===== config.mk =====
export PLATFORM = sky130hd
export DESIGN_NAME = regfile_wb_arbiter
export DESIGN_NICKNAME = d
export VERILOG_FILES = /design/src/rtl/regfile_ctrl_pkg.sv /design/src/rtl/rr_arbiter.sv /design/src/rtl/regfile_wb_arbiter.sv
export SDC_FILE = /design/constraint.sdc
export NUM_CORES = 1
export LEC_CHECK = 0
export CAP_MARGIN = 15
export CORE_MARGIN = 5
export CORE_UTILIZATION = 48
export CTS_BUF_LIST = sky130_fd_sc_hd__clkbuf_8
export CTS_CLUSTER_SIZE = 12
export DETAILED_ROUTE_END_ITERATION = 10
export PLACE_DENSITY = 0.86
export SLEW_MARGIN = 10
export SYNTH_ARGS = -nofsm -noshare
export SYNTH_HDL_FRONTEND = slang
export SYNTH_SLANG_ARGS = --single-unit

===== constraint.sdc =====
create_clock -name iClk -period 3.7 [get_ports iClk]
set_input_delay 0.74 -clock iClk [delete_from_list [all_inputs] [get_ports iClk]]
set_output_delay 0.74 -clock iClk [all_outputs]
set_load 0.05 [all_outputs]

===== src/rtl/regfile_ctrl_pkg.sv =====
// regfile_ctrl_pkg: shared widths, default requester count, zero-register index and one-hot helper for the writeback arbiter
package regfile_ctrl_pkg;
  localparam int AW = 5;
  localparam int DW = 32;
  localparam int NREQ = 3;
  localparam int MAX_NREQ = 8;
  localparam int REG_ZERO = 0;
  function automatic logic [MAX_NREQ-1:0] onehot(input logic [2:0] idx);
    return MAX_NREQ'(1) << idx;
  endfunction
endpackage


===== src/rtl/rr_arbiter.sv =====
// rr_arbiter: round-robin pick of the first set req_i bit from ptr_i upward; gnt_o one-hot or zero, idx_o its index
module rr_arbiter #(
  parameter int NREQ = 3,
  parameter int PW = $clog2(NREQ)
) (
  input  logic [NREQ-1:0] req_i,
  input  logic [PW-1:0]   ptr_i,
  output logic [NREQ-1:0] gnt_o,
  output logic [PW-1:0]   idx_o
);
  int j;
  always_comb begin
    gnt_o = '0;
    idx_o = '0;
    j = 0;
    for (int k = NREQ - 1; k >= 0; k--) begin
      j = (int'(ptr_i) + k) % NREQ;
      if (req_i[j]) begin
        gnt_o = '0;
        gnt_o[j] = 1'b1;
        idx_o = PW'(j);
      end
    end
  end
endmodule


===== src/rtl/regfile_wb_arbiter.sv =====
// regfile_wb_arbiter: round-robin writeback arbiter (iReqValid/iReqAddr/iReqData -> oReqReady) driving a registered write port (oWrite/oAddrC/oRegC/oGrant) plus a pending-write scoreboard (iIssue/iIssueAddr -> oIssueStall, iAddrA/iAddrB -> oBusyA/oBusyB)
module regfile_wb_arbiter #(
  parameter int NREQ = regfile_ctrl_pkg::NREQ,
  parameter int AW = regfile_ctrl_pkg::AW,
  parameter int DW = regfile_ctrl_pkg::DW
) (
  input  logic              iClk,
  input  logic              iRst,
  input  logic [NREQ-1:0]   iReqValid,
  input  logic [AW*NREQ-1:0] iReqAddr,
  input  logic [DW*NREQ-1:0] iReqData,
  output logic [NREQ-1:0]   oReqReady,
  output logic              oWrite,
  output logic [AW-1:0]     oAddrC,
  output logic [DW-1:0]     oRegC,
  output logic [NREQ-1:0]   oGrant,
  input  logic              iIssue,
  input  logic [AW-1:0]     iIssueAddr,
  output logic              oIssueStall,
  input  logic [AW-1:0]     iAddrA,
  input  logic [AW-1:0]     iAddrB,
  output logic              oBusyA,
  output logic              oBusyB
);
  import regfile_ctrl_pkg::*;
  localparam int PW = $clog2(NREQ);
  logic [NREQ-1:0] gnt;
  logic [PW-1:0] idx, ptr_q, ptr_d;
  logic [AW-1:0] sel_addr;
  logic [DW-1:0] sel_data;
  logic xfer, wr_d, set;
  logic [(1<<AW)-1:0] busy_q, busy_d;
  rr_arbiter #(.NREQ(NREQ), .PW(PW)) u_arb (
    .req_i(iReqValid),
    .ptr_i(ptr_q),
    .gnt_o(gnt),
    .idx_o(idx)
  );
  assign oReqReady = iRst ? '0 : gnt;
  assign xfer = |oReqReady;
  assign sel_addr = iReqAddr[idx*AW +: AW];
  assign sel_data = iReqData[idx*DW +: DW];
  assign wr_d = xfer && sel_addr != AW'(REG_ZERO);
  assign ptr_d = !xfer ? ptr_q : (idx == PW'(NREQ - 1)) ? '0 : idx + 1'b1;
  assign set = iIssue && iIssueAddr != AW'(REG_ZERO) && !busy_q[iIssueAddr];
  assign oIssueStall = iIssue && iIssueAddr != AW'(REG_ZERO) && busy_q[iIssueAddr];
  assign oBusyA = busy_q[iAddrA];
  assign oBusyB = busy_q[iAddrB];
  // clear on the edge the register file captures; a same-address set is a new pending write and wins
  always_comb begin
    busy_d = busy_q;
    if (oWrite) busy_d[oAddrC] = 1'b0;
    if (set) busy_d[iIssueAddr] = 1'b1;
    busy_d[REG_ZERO] = 1'b0;
  end
  always_ff @(posedge iClk) begin
    if (iRst) begin
      oWrite <= 1'b0;
      oAddrC <= '0;
      oRegC <= '0;
      oGrant <= '0;
      ptr_q <= '0;
      busy_q <= '0;
    end else begin
      oWrite <= wr_d;
      oAddrC <= wr_d ? sel_addr : oAddrC;
      oRegC <= wr_d ? sel_data : oRegC;
      oGrant <= wr_d ? NREQ'(onehot(3'(idx))) : '0;
      ptr_q <= ptr_d;
      busy_q <= busy_d;
    end
  end
endmodule


==> out/metrics.json <==
{
  "timing_worst_slew_pin_value_ns": 0.9549,
  "syn_to_final_growth_pct": 36.82,
  "critPathMaxStageDelay_ns": 0.53,
  "cts_max_level": 3,
  "cp_top_family": "buffers and inverters",
  "synth-seq-cells": 74,
  "cts-hold-fix-buffers": 0,
  "power.leakage_nw": 2.817,
  "fin_setup_tns_ns": 0,
  "cp.arrival_ns": 2.88,
  "cts_root_buffer": "sky130_fd_sc_hd__clkbuf_8",
  "crit_path_start_kind": "primary input",
  "net_count_of_the_mapped_netlist": 764,
  "dpl.hpwl_um": 13880,
  "setup_viol": 0,
  "global_route_total_overflow": 0,
  "synth_top_area_share": 0.2666,
  "clock_skew_ns": 0.01737,
  "place_ws_ns": 0.1002,
  "critical_path.endpoint_type": "primary output",
  "rsz0062_at_grt": "no",
  "grt_pass1_vias": 5976,
  "power.density_nw_per_um2": 781.2,
  "pins_over_their_slew_limit": 0,
  "drc_errors": 0,
  "postLayoutCellArea_sq_um": 7602,
  "post_synth_num_cell_types": 55,
  "async_reset_ff_frac": 0,
  "die_x_um": 117.6,
  "slew-limit-headroom": 0.3634,
  "detailedRoute.firstIterationViolations": 573,
  "floorplan.die_area_sq_um": 13830,
  "cts_tree": "done",
  "layout-drive-gt1-share": 0.1153,
  "globalplace.congestion": 1.028,
  "nets": 902,
  "grt_antenna_before_repair": 0,
  "cts_repair_resize_count": 0,
  "die_height_um": 117.6,
  "detail_route.wl_per_cell_um": 20.91,
  "grt_busiest_layer": "met2",
  "crit_required_ns": 2.96,
  "path_max_fanout": 11,
  "timing.final.ws_setup_ns": 0.07856,
  "detailed_place.area_sq_um": 7412,
  "cp.buffers_inverters": 3,
  "clk-insertion-delay-late_ns": 0.37,
  "floorplan.core_area_sq_um": 11370,
  "grt_start_max_net_pins": 97,
  "cts_inserted_buffers": 9,
  "finalHoldViolCount": 0,
  "final_antenna_violating_net_count": 0,
  "post-route-min-period_ns": 3.621,
  "synthesis.yosys.warnings": 0,
  "ant_diodes": 0,
  "drt_first_pass_iters": 6,
  "final.hold.worst_slack_ns": 0.4901,
  "worst_hold_path_type": "reg -> reg",
  "fin_crit_sh": 0.9788,
  "cts.repair_timing.setup_buffer_count": 0,
  "run_status": "completed",
  "syn_area_sq_um": 5557,
  "clock_sink_count": 74,
  "row_count": 39,
  "clk_transition_reported_paths_ns": 0.09,
  "route.final.wire_length_um": 19140,
  "peakVddDrop_mv": 0.4762,
  "synth.yosys.seq_area_share": 0.2666,
  "grt_util_met3": 0.07016,
  "synth_edf_count": 0,
  "pin_count": 179,
  "cts_buffer_depth": 2,
  "grt_usage": 0.2665,
  "path_class": "in -> out",
  "global_route.usage.met1": 0.3237,
  "yosys_most_used_dff": "sky130_fd_sc_hd__dfxtp_1",
  "cp_cell_sequence": "clkdlybuf4s50_1 -> buf_4 -> mux4_2 -> mux2i_1 -> mux4_2 -> nor2_1 -> buf_12",
  "post_synth.cell_area_avg_sq_um": 8.834,
  "buffer_ports.inserted": 178,
  "post-synth-top-area-cell": "sky130_fd_sc_hd__dfxtp_1",
  "synth.area.top_cells": "sky130_fd_sc_hd__dfxtp_1 27%, sky130_fd_sc_hd__mux4_2 11%, sky130_fd_sc_hd__mux2i_1 7.4%, sky130_fd_sc_hd__a2111o_1 6.3%, sky130_fd_sc_hd__a32oi_1 4.9%",
  "utilization": 0.6686,
  "synthesis.instances": 629,
  "critPathMostFrequentCell": "sky130_fd_sc_hd__mux4_2",
  "grt_first_pass_wirelength_um": 30950,
  "grt_use_met2": 0.4491,
  "detail_route.vias_per_cell": 6.711,
  "drv_cap": 0,
  "via_count": 6141,
  "floorplan.initialDensity": 0.4887,
  "timing.fmax_ghz": 0.2761,
  "timing.critical_path.slowest_stage_cell": "sky130_fd_sc_hd__clkdlybuf4s50_1"
}
## cells in the final DEF, fill, tap and decap left out, drive strengths merged, types with 2 or more instances in the layout
cell	synthesis	final
nor3b	5	5
nor2b	3	3
a32oi	31	31
and3b	4	4
o211ai	17	17
o22ai	4	4
and3	2	2
mux2	4	4
nand2b	6	6
nor3	5	5
or3	2	2
a31o	2	2
nand4b	2	2
o21bai	4	4
inv	5	12
mux2i	41	41
ha	3	3
o31ai	9	9
nor2	44	44
and2	2	2
or2	3	3
nand3	45	45
a21oi	19	19
mux4	26	26
dfxtp	74	74
nand2	34	34
a2111o	31	31
or3b	2	2
o21a	3	3
nand4	33	33
a211oi	32	32
clkbuf	37	9
buf	32	25
nand3b	7	7
clkdlybuf4s50	0	171
o21ai	42	42
a31oi	5	5
## per-stage QoR
step / std cells / power (mW)
6_report: 915 / 5.939
5_1_grt: 915 / 6.269
4_1_cts: 915 / 5.909
3_5_place_dp: 899 / 5.257
3_3_place_gp: 899 / 5.138
2_1_floorplan: 629 / 4.118
## metal layers
layer  share of wire  up-vias  routed length, um
met5               0        -                  0
met3           0.093       48               1783
met2            0.49      371               9450
li1                -     2800                  -
met4           0.030        0                572
met1            0.38     2922               7328
## tightest hold or removal path, delay by kind of cell (launching register included)
kind | cells | cell delay (ns)
compound gates | 1 | 0.05
simple gates | 1 | 0.06
flops | 1 | 0.34
## flip-flops by register name, indices dropped and copies added (netlist names)
| name | count |
|---|---|
| oGrant | 3 |
| busy_q | 31 |
| oWrite | 1 |
| oAddrC | 5 |
| ptr_q | 2 |
| oRegC | 32 |
## path summary, 6_finish.rpt
path,slack [ns],from,cells after the start,to
worst max-delay path,0.08,iIssueAddr[0],7,oIssueStall
worst min-delay path,0.49,ptr_q[0]$_SDFFE_PP0P_,2,ptr_q[0]$_SDFFE_PP0P_
worst max register to register,0.45,ptr_q[0]$_SDFFE_PP0P_,10,oRegC[15]$_SDFFE_PP0P_
worst min register to register,0.49,ptr_q[0]$_SDFFE_PP0P_,2,ptr_q[0]$_SDFFE_PP0P_
## area by class of cell
cell class                      count  area [sq um]
Tap cell                          143         178.9
Multi-Input combinational cell    481          3724
Inverter                            5         18.77
Clock inverter                      7         66.31
Clock buffer                        9         123.9
Timing Repair Buffer              196          2009
Sequential cell                    74          1481
Fill cell                         884          3767
## cells in the mapped netlist (4+ instances only)
| cell type | count |
|---|---|
| sky130_fd_sc_hd__dfxtp_1 | 74 |
| sky130_fd_sc_hd__nand3_1 | 45 |
| sky130_fd_sc_hd__nor2_1 | 43 |
| sky130_fd_sc_hd__mux2i_1 | 41 |
| sky130_fd_sc_hd__o21ai_0 | 40 |
| sky130_fd_sc_hd__clkbuf_1 | 37 |
| sky130_fd_sc_hd__nand2_1 | 33 |
| sky130_fd_sc_hd__nand4_1 | 33 |
| sky130_fd_sc_hd__a2111o_1 | 31 |
| sky130_fd_sc_hd__a211oi_1 | 31 |
| sky130_fd_sc_hd__a32oi_1 | 31 |
| sky130_fd_sc_hd__mux4_2 | 26 |
| sky130_fd_sc_hd__a21oi_1 | 19 |
| sky130_fd_sc_hd__o211ai_1 | 17 |
| sky130_fd_sc_hd__buf_2 | 13 |
| sky130_fd_sc_hd__buf_4 | 9 |
| sky130_fd_sc_hd__o31ai_1 | 9 |
| sky130_fd_sc_hd__nand3b_1 | 7 |
| sky130_fd_sc_hd__buf_6 | 6 |
| sky130_fd_sc_hd__nand2b_1 | 6 |
| sky130_fd_sc_hd__inv_1 | 5 |
| sky130_fd_sc_hd__nor3_1 | 5 |
| sky130_fd_sc_hd__nor3b_1 | 5 |
| sky130_fd_sc_hd__a31oi_1 | 4 |
| sky130_fd_sc_hd__and3b_1 | 4 |
| sky130_fd_sc_hd__buf_1 | 4 |
| sky130_fd_sc_hd__mux2_2 | 4 |
| sky130_fd_sc_hd__o21bai_1 | 4 |
| sky130_fd_sc_hd__o22ai_1 | 4 |
## logic make-up (layout without fill, tap and decap cells)
family,count (synthesis),after routing,synth area share
buffers and inverters,74,217,0.06710
adder cells (fa/ha/maj),3,3,0.006756
AO/OA/AOI/OAI,205,205,0.2828
multiplexers,71,71,0.1873
flip-flops,74,74,0.2666
AND/OR/NAND/NOR,202,202,0.1894
## report_power, final
group	leakage (nW)	internal [mW]	switching, mW
Clock	0.0995	0.265	0.371
Sequential	0.609	1.04	0.223
Combinational	2.11	1.52	2.52
No activity file was read; power rests on OpenSTA's default activity.
